**config.mk**
```make
export PLATFORM = sky130hd
export DESIGN_NAME = decimal_input_entry
export DESIGN_NICKNAME = d
export VERILOG_FILES = /design/src/rtl/decimal_input_entry.sv
export SDC_FILE = /design/constraint.sdc
export NUM_CORES = 1
export LEC_CHECK = 0
export ABC_AREA = 1
export BUFFER_PORTS_ARGS = -buffer_cell sky130_fd_sc_hd__buf_2
export CORE_MARGIN = 4
export CORE_UTILIZATION = 41
export CTS_BUF_LIST = sky130_fd_sc_hd__clkbuf_4 sky130_fd_sc_hd__clkbuf_8
export DETAILED_ROUTE_END_ITERATION = 10
export GPL_TIMING_DRIVEN = 1
export HOLD_SLACK_MARGIN = 0.1
export PLACE_DENSITY_LB_ADDON = 0.15
export SLEW_MARGIN = 0
export SYNTH_ARGS = -nofsm -noshare
export SYNTH_HDL_FRONTEND = slang
export SYNTH_SLANG_ARGS = --single-unit
```
**constraint.sdc**
```tcl
create_clock -name button_clock -period 11.2 [get_ports button_clock]
set_input_delay 1.12 -clock button_clock [delete_from_list [all_inputs] [get_ports button_clock]]
set_output_delay 1.12 -clock button_clock [all_outputs]
set_load 0.05 [all_outputs]
```
**src/rtl/decimal_input_entry.sv**
```systemverilog
// decimal_input_entry: keys a signed 32-bit operand one decimal digit per button press,
// commits it to `value`, and holds it until the IO stage consumes it.
// Ports: button_clock/reset (sync, active-high); digit/op/io_request per-press controls;
// value/ready committed operand; entry_mag/entry_neg/digit_count live entry preview; err reject flag.
module decimal_input_entry #(
  parameter int MAX_DIGITS = 10
) (
  input  logic        button_clock,
  input  logic        reset,
  input  logic [3:0]  digit,
  input  logic [1:0]  op,
  input  logic        io_request,
  output logic [31:0] value,
  output logic        ready,
  output logic [31:0] entry_mag,
  output logic        entry_neg,
  output logic [3:0]  digit_count,
  output logic        err
);

  typedef enum logic [1:0] {
    ST_ENTRY = 2'd0,
    ST_HELD  = 2'd1,
    ST_ERROR = 2'd2
  } state_t;

  localparam logic [1:0]  OP_APPEND = 2'b00;
  localparam logic [1:0]  OP_SIGN   = 2'b01;
  localparam logic [1:0]  OP_BACK   = 2'b10;
  localparam logic [1:0]  OP_COMMIT = 2'b11;

  localparam logic [35:0] LIMIT_POS = 36'd2147483647;
  localparam logic [35:0] LIMIT_NEG = 36'd2147483648;
  localparam logic [3:0]  MAX_CNT   = 4'(MAX_DIGITS);

  state_t      state;
  state_t      state_next;

  logic [31:0] value_next;
  logic        ready_next;
  logic [31:0] mag_next;
  logic        neg_next;
  logic [3:0]  count_next;
  logic        err_next;

  // 36 bits so mag*10+digit cannot wrap before being compared to the limit.
  logic [35:0] candidate;
  logic [35:0] limit;
  logic        append_bad;
  logic        toggle_bad;
  logic        leading_zero;

  assign candidate    = ({4'd0, entry_mag} * 36'd10) + {32'd0, digit};
  assign limit        = entry_neg ? LIMIT_NEG : LIMIT_POS;
  assign append_bad   = (digit > 4'd9) || (digit_count == MAX_CNT) || (candidate > limit);
  // -2147483648 has no positive counterpart in 32 bits.
  assign toggle_bad   = entry_neg && ({4'd0, entry_mag} == LIMIT_NEG);
  assign leading_zero = (digit == 4'd0) && (entry_mag == 32'd0);

  // State and datapath registers; reset wins over every other input.
  always_ff @(posedge button_clock) begin
    if (reset) begin
      state       <= ST_ENTRY;
      value       <= 32'd0;
      ready       <= 1'b0;
      entry_mag   <= 32'd0;
      entry_neg   <= 1'b0;
      digit_count <= 4'd0;
      err         <= 1'b0;
    end else begin
      state       <= state_next;
      value       <= value_next;
      ready       <= ready_next;
      entry_mag   <= mag_next;
      entry_neg   <= neg_next;
      digit_count <= count_next;
      err         <= err_next;
    end
  end

  // Next-state logic.
  always_comb begin
    state_next = state;
    unique case (state)
      ST_ENTRY: begin
        unique case (op)
          OP_APPEND: if (append_bad) state_next = ST_ERROR;
          OP_SIGN:   if (toggle_bad) state_next = ST_ERROR;
          OP_BACK:   state_next = ST_ENTRY;
          OP_COMMIT: state_next = ST_HELD;
          default:   state_next = ST_ENTRY;
        endcase
      end
      ST_HELD: begin
        if (io_request || (op == OP_BACK)) state_next = ST_ENTRY;
      end
      ST_ERROR: state_next = ST_ENTRY;
      default:  state_next = ST_ENTRY;
    endcase
  end

  // Next values for the registered outputs.
  always_comb begin
    value_next = value;
    ready_next = ready;
    mag_next   = entry_mag;
    neg_next   = entry_neg;
    count_next = digit_count;
    err_next   = 1'b0;
    unique case (state)
      ST_ENTRY: begin
        unique case (op)
          OP_APPEND: begin
            if (append_bad) begin
              err_next = 1'b1;
            end else begin
              mag_next = candidate[31:0];
              if (!leading_zero) count_next = digit_count + 4'd1;
            end
          end
          OP_SIGN: begin
            if (toggle_bad) err_next = 1'b1;
            else            neg_next = ~entry_neg;
          end
          OP_BACK: begin
            if (digit_count != 4'd0) begin
              mag_next   = entry_mag / 32'd10;
              count_next = digit_count - 4'd1;
            end
          end
          OP_COMMIT: begin
            // Negating zero yields zero, so negative zero commits as 0.
            value_next = entry_neg ? (32'd0 - entry_mag) : entry_mag;
            ready_next = 1'b1;
          end
          default: ;
        endcase
      end
      ST_HELD: begin
        if (io_request) begin
          value_next = 32'd0;
          ready_next = 1'b0;
          mag_next   = 32'd0;
          neg_next   = 1'b0;
          count_next = 4'd0;
        end else if (op == OP_BACK) begin
          ready_next = 1'b0;
        end
      end
      ST_ERROR: ;
      default:  ;
    endcase
  end

endmodule

```
==> metrics.yaml <==
status: "completed"
worst-endpoint-required_ps: 11440
ys_seq_elements: 73
critical_path_class: "flop to flop"
synth_edf_count: 0
ios: 80
syn_to_final_growth_pct: 13.62
cts_max_level: 3
viasPerCell: 5.311
cts_max_path_buffers: 2
gp_congestion: 0.8563
hold_path_depth: 2
async_flop_share_pct: 0
crit_path_end_kind: "flop"
cts_hold_buf: 0
nets: 1700
core_area_sq_um: 22640
die_x_um: 159.7
grt_overflow_total: 0
start_util_pct: 41.66
finalHoldViolCount: 0
finalNonFillerCells: 1879
r2r_cells: 118
cts_sinks: 73
drt_first_pass_iters: 4
critical_path_arrival_ps: 10520
grt_pass1_vias: 9099
synth_area_leaders: "dfxtp_1 15%, ha_1 13%, nand2_1 12%"
drive_above_1_share_pct: 22.33
ant_nets: 0
vias: 9980
setup_viol: 0
n_antenna_cell: 0
skew_ps: 19.17
final_core_util_pct: 47.33
placedCellCount: 1842
drv_cap: 0
slew_headroom_pct: 36.21
post_dp_cell_area_sq_um: 10020
rows: 55
syn_area_sq_um: 9432
netlist_instances: 1505
fmax_ghz: 0.09733
grt_max_degree: 71
crit_top_cell: "nand2_2"
tightest_slew_ps: 950.9
cp_max_fo: 6
routed_wl_mm: 27.54
dp_hpwl_mm: 20.23
cts-root-buf: "clkbuf_8"
synth_nets: 1616
synth_common_cells: "295 x nand2_1, 179 x inv_1, 155 x nand3_1"
grt_pass1_wl_mm: 45.08
dieArea_sq_um: 25490
clkLatencyLatePin_ps: 390
netlist.area_leader.share_pct: 15.49
post-route-min-period_ps: 10270
slowest_delay_ps: 400
drc: 0
yosysUniqueCellTypes: 58
seq_area_frac_synth_pct: 15.49
clk_pin_slew_ps: 100
synth.avg_cell_area_sq_um: 6.267
die_y_um: 159.7
grt_use_total_pct: 20.88
drt_iter0_drc: 506
post-route-period-util_pct: 91.73
ys_warn_count: 0
fin_hold_ws_ps: 463.4
slowest_stage: "dfxtp_4"
cp-start-kind: "flop"
synth_top_area_cell: "dfxtp_1"
cts_buffers: 9
stdcell_area_sq_um: 10720
yosysMostFrequentCell: "nand2_1"
antenna_found_initial: 0
routedWlPerCell_um: 14.66
hp-class: "flop to flop"
port_buffers: 79
cts_tree: "yes"
report.final.slew_viol_count: 0
synthFlopType: "dfxtp_1"
-- placed cells by master, fill, tap and decap left out, drive strengths merged, types with 4 or more instances in the layout --
| master | count |
|---|---|
| o31ai | 5 |
| a21oi | 154 |
| buf | 107 |
| nand3 | 171 |
| a31oi | 4 |
| nand4 | 22 |
| o21bai | 5 |
| nor3 | 22 |
| inv | 215 |
| nor2 | 99 |
| o211ai | 9 |
| o21ai | 100 |
| clkbuf | 10 |
| ha | 99 |
| or2 | 4 |
| a211oi | 7 |
| clkinvlp | 4 |
| a21o | 5 |
| nand2 | 393 |
| xor2 | 47 |
| dfxtp | 73 |
| nor4 | 9 |
| xnor2 | 4 |
| clkinv | 8 |
-- worst paths after layout --
check                                    from           end  slack [ps]
worst max-delay path            entry_mag[30]  entry_mag[0]         930
worst min-delay path                 value[8]      value[8]         460
worst min register to register       value[8]      value[8]         460
worst max register to register  entry_mag[30]  entry_mag[0]         930
-- cell type report --
type,instances,area (sq um)
multi-input combinational,1177,7237
clock inverter,7,60.06
inverter,220,850.8
clock buffer,9,123.9
tap,285,356.6
sequential,73,1478
fill,2383,11920
timing repair buffer,108,610.6
-- metrics by stage --
stage                     setup TNS, ps  setup WS, ps
final                                 0         925.8
after CTS                             0         809.5
after detailed placement              0         828.4
after floorplan                       0          1644
after global placement                0         990.3
after global routing             -187.1        -142.0
-- repair_timing --
item                                    4_1_cts  5_1_grt
endpoints found under the setup margin        0        3
setup buffers                                 0       21
resized for setup                             0       95
-- critical path: cells and delay by family, from the launching register on --
kind            cells  cell delay [ps]
simple gates      100             7990
compound gates      5              680
buf+inv            12              780
flops               1              400
xor+xnor            1              250
-- metal layers --
layer	share of wire, %	vias up	routed length (um)	GRT usage (%)
met5	0	-	0	0
met3	4.2	29	1146	2.710
li1	-	5176	-	-
met1	49	4573	13430	29.06
met2	45	202	12500	34.56
met4	1.7	0	457	4.655
-- registers in the layout, indices dropped and copies added, names as in the netlist --
name	cells
value	32
entry_mag	32
ready	1
digit_count	4
state	2
err	1
entry_neg	1
-- cells by family after synthesis --
group | count (synthesis) | share of synthesized area (%)
simple gates | 726 | 37.16
compound gates | 298 | 17.38
buf+inv | 255 | 11.38
fa+ha+maj | 102 | 13.77
flops | 73 | 15.49
xor+xnor | 51 | 4.816
Power is left out: the tool's default activity adds up to more than one toggle a clock period on the data nets, which glitch-free logic cannot reach.
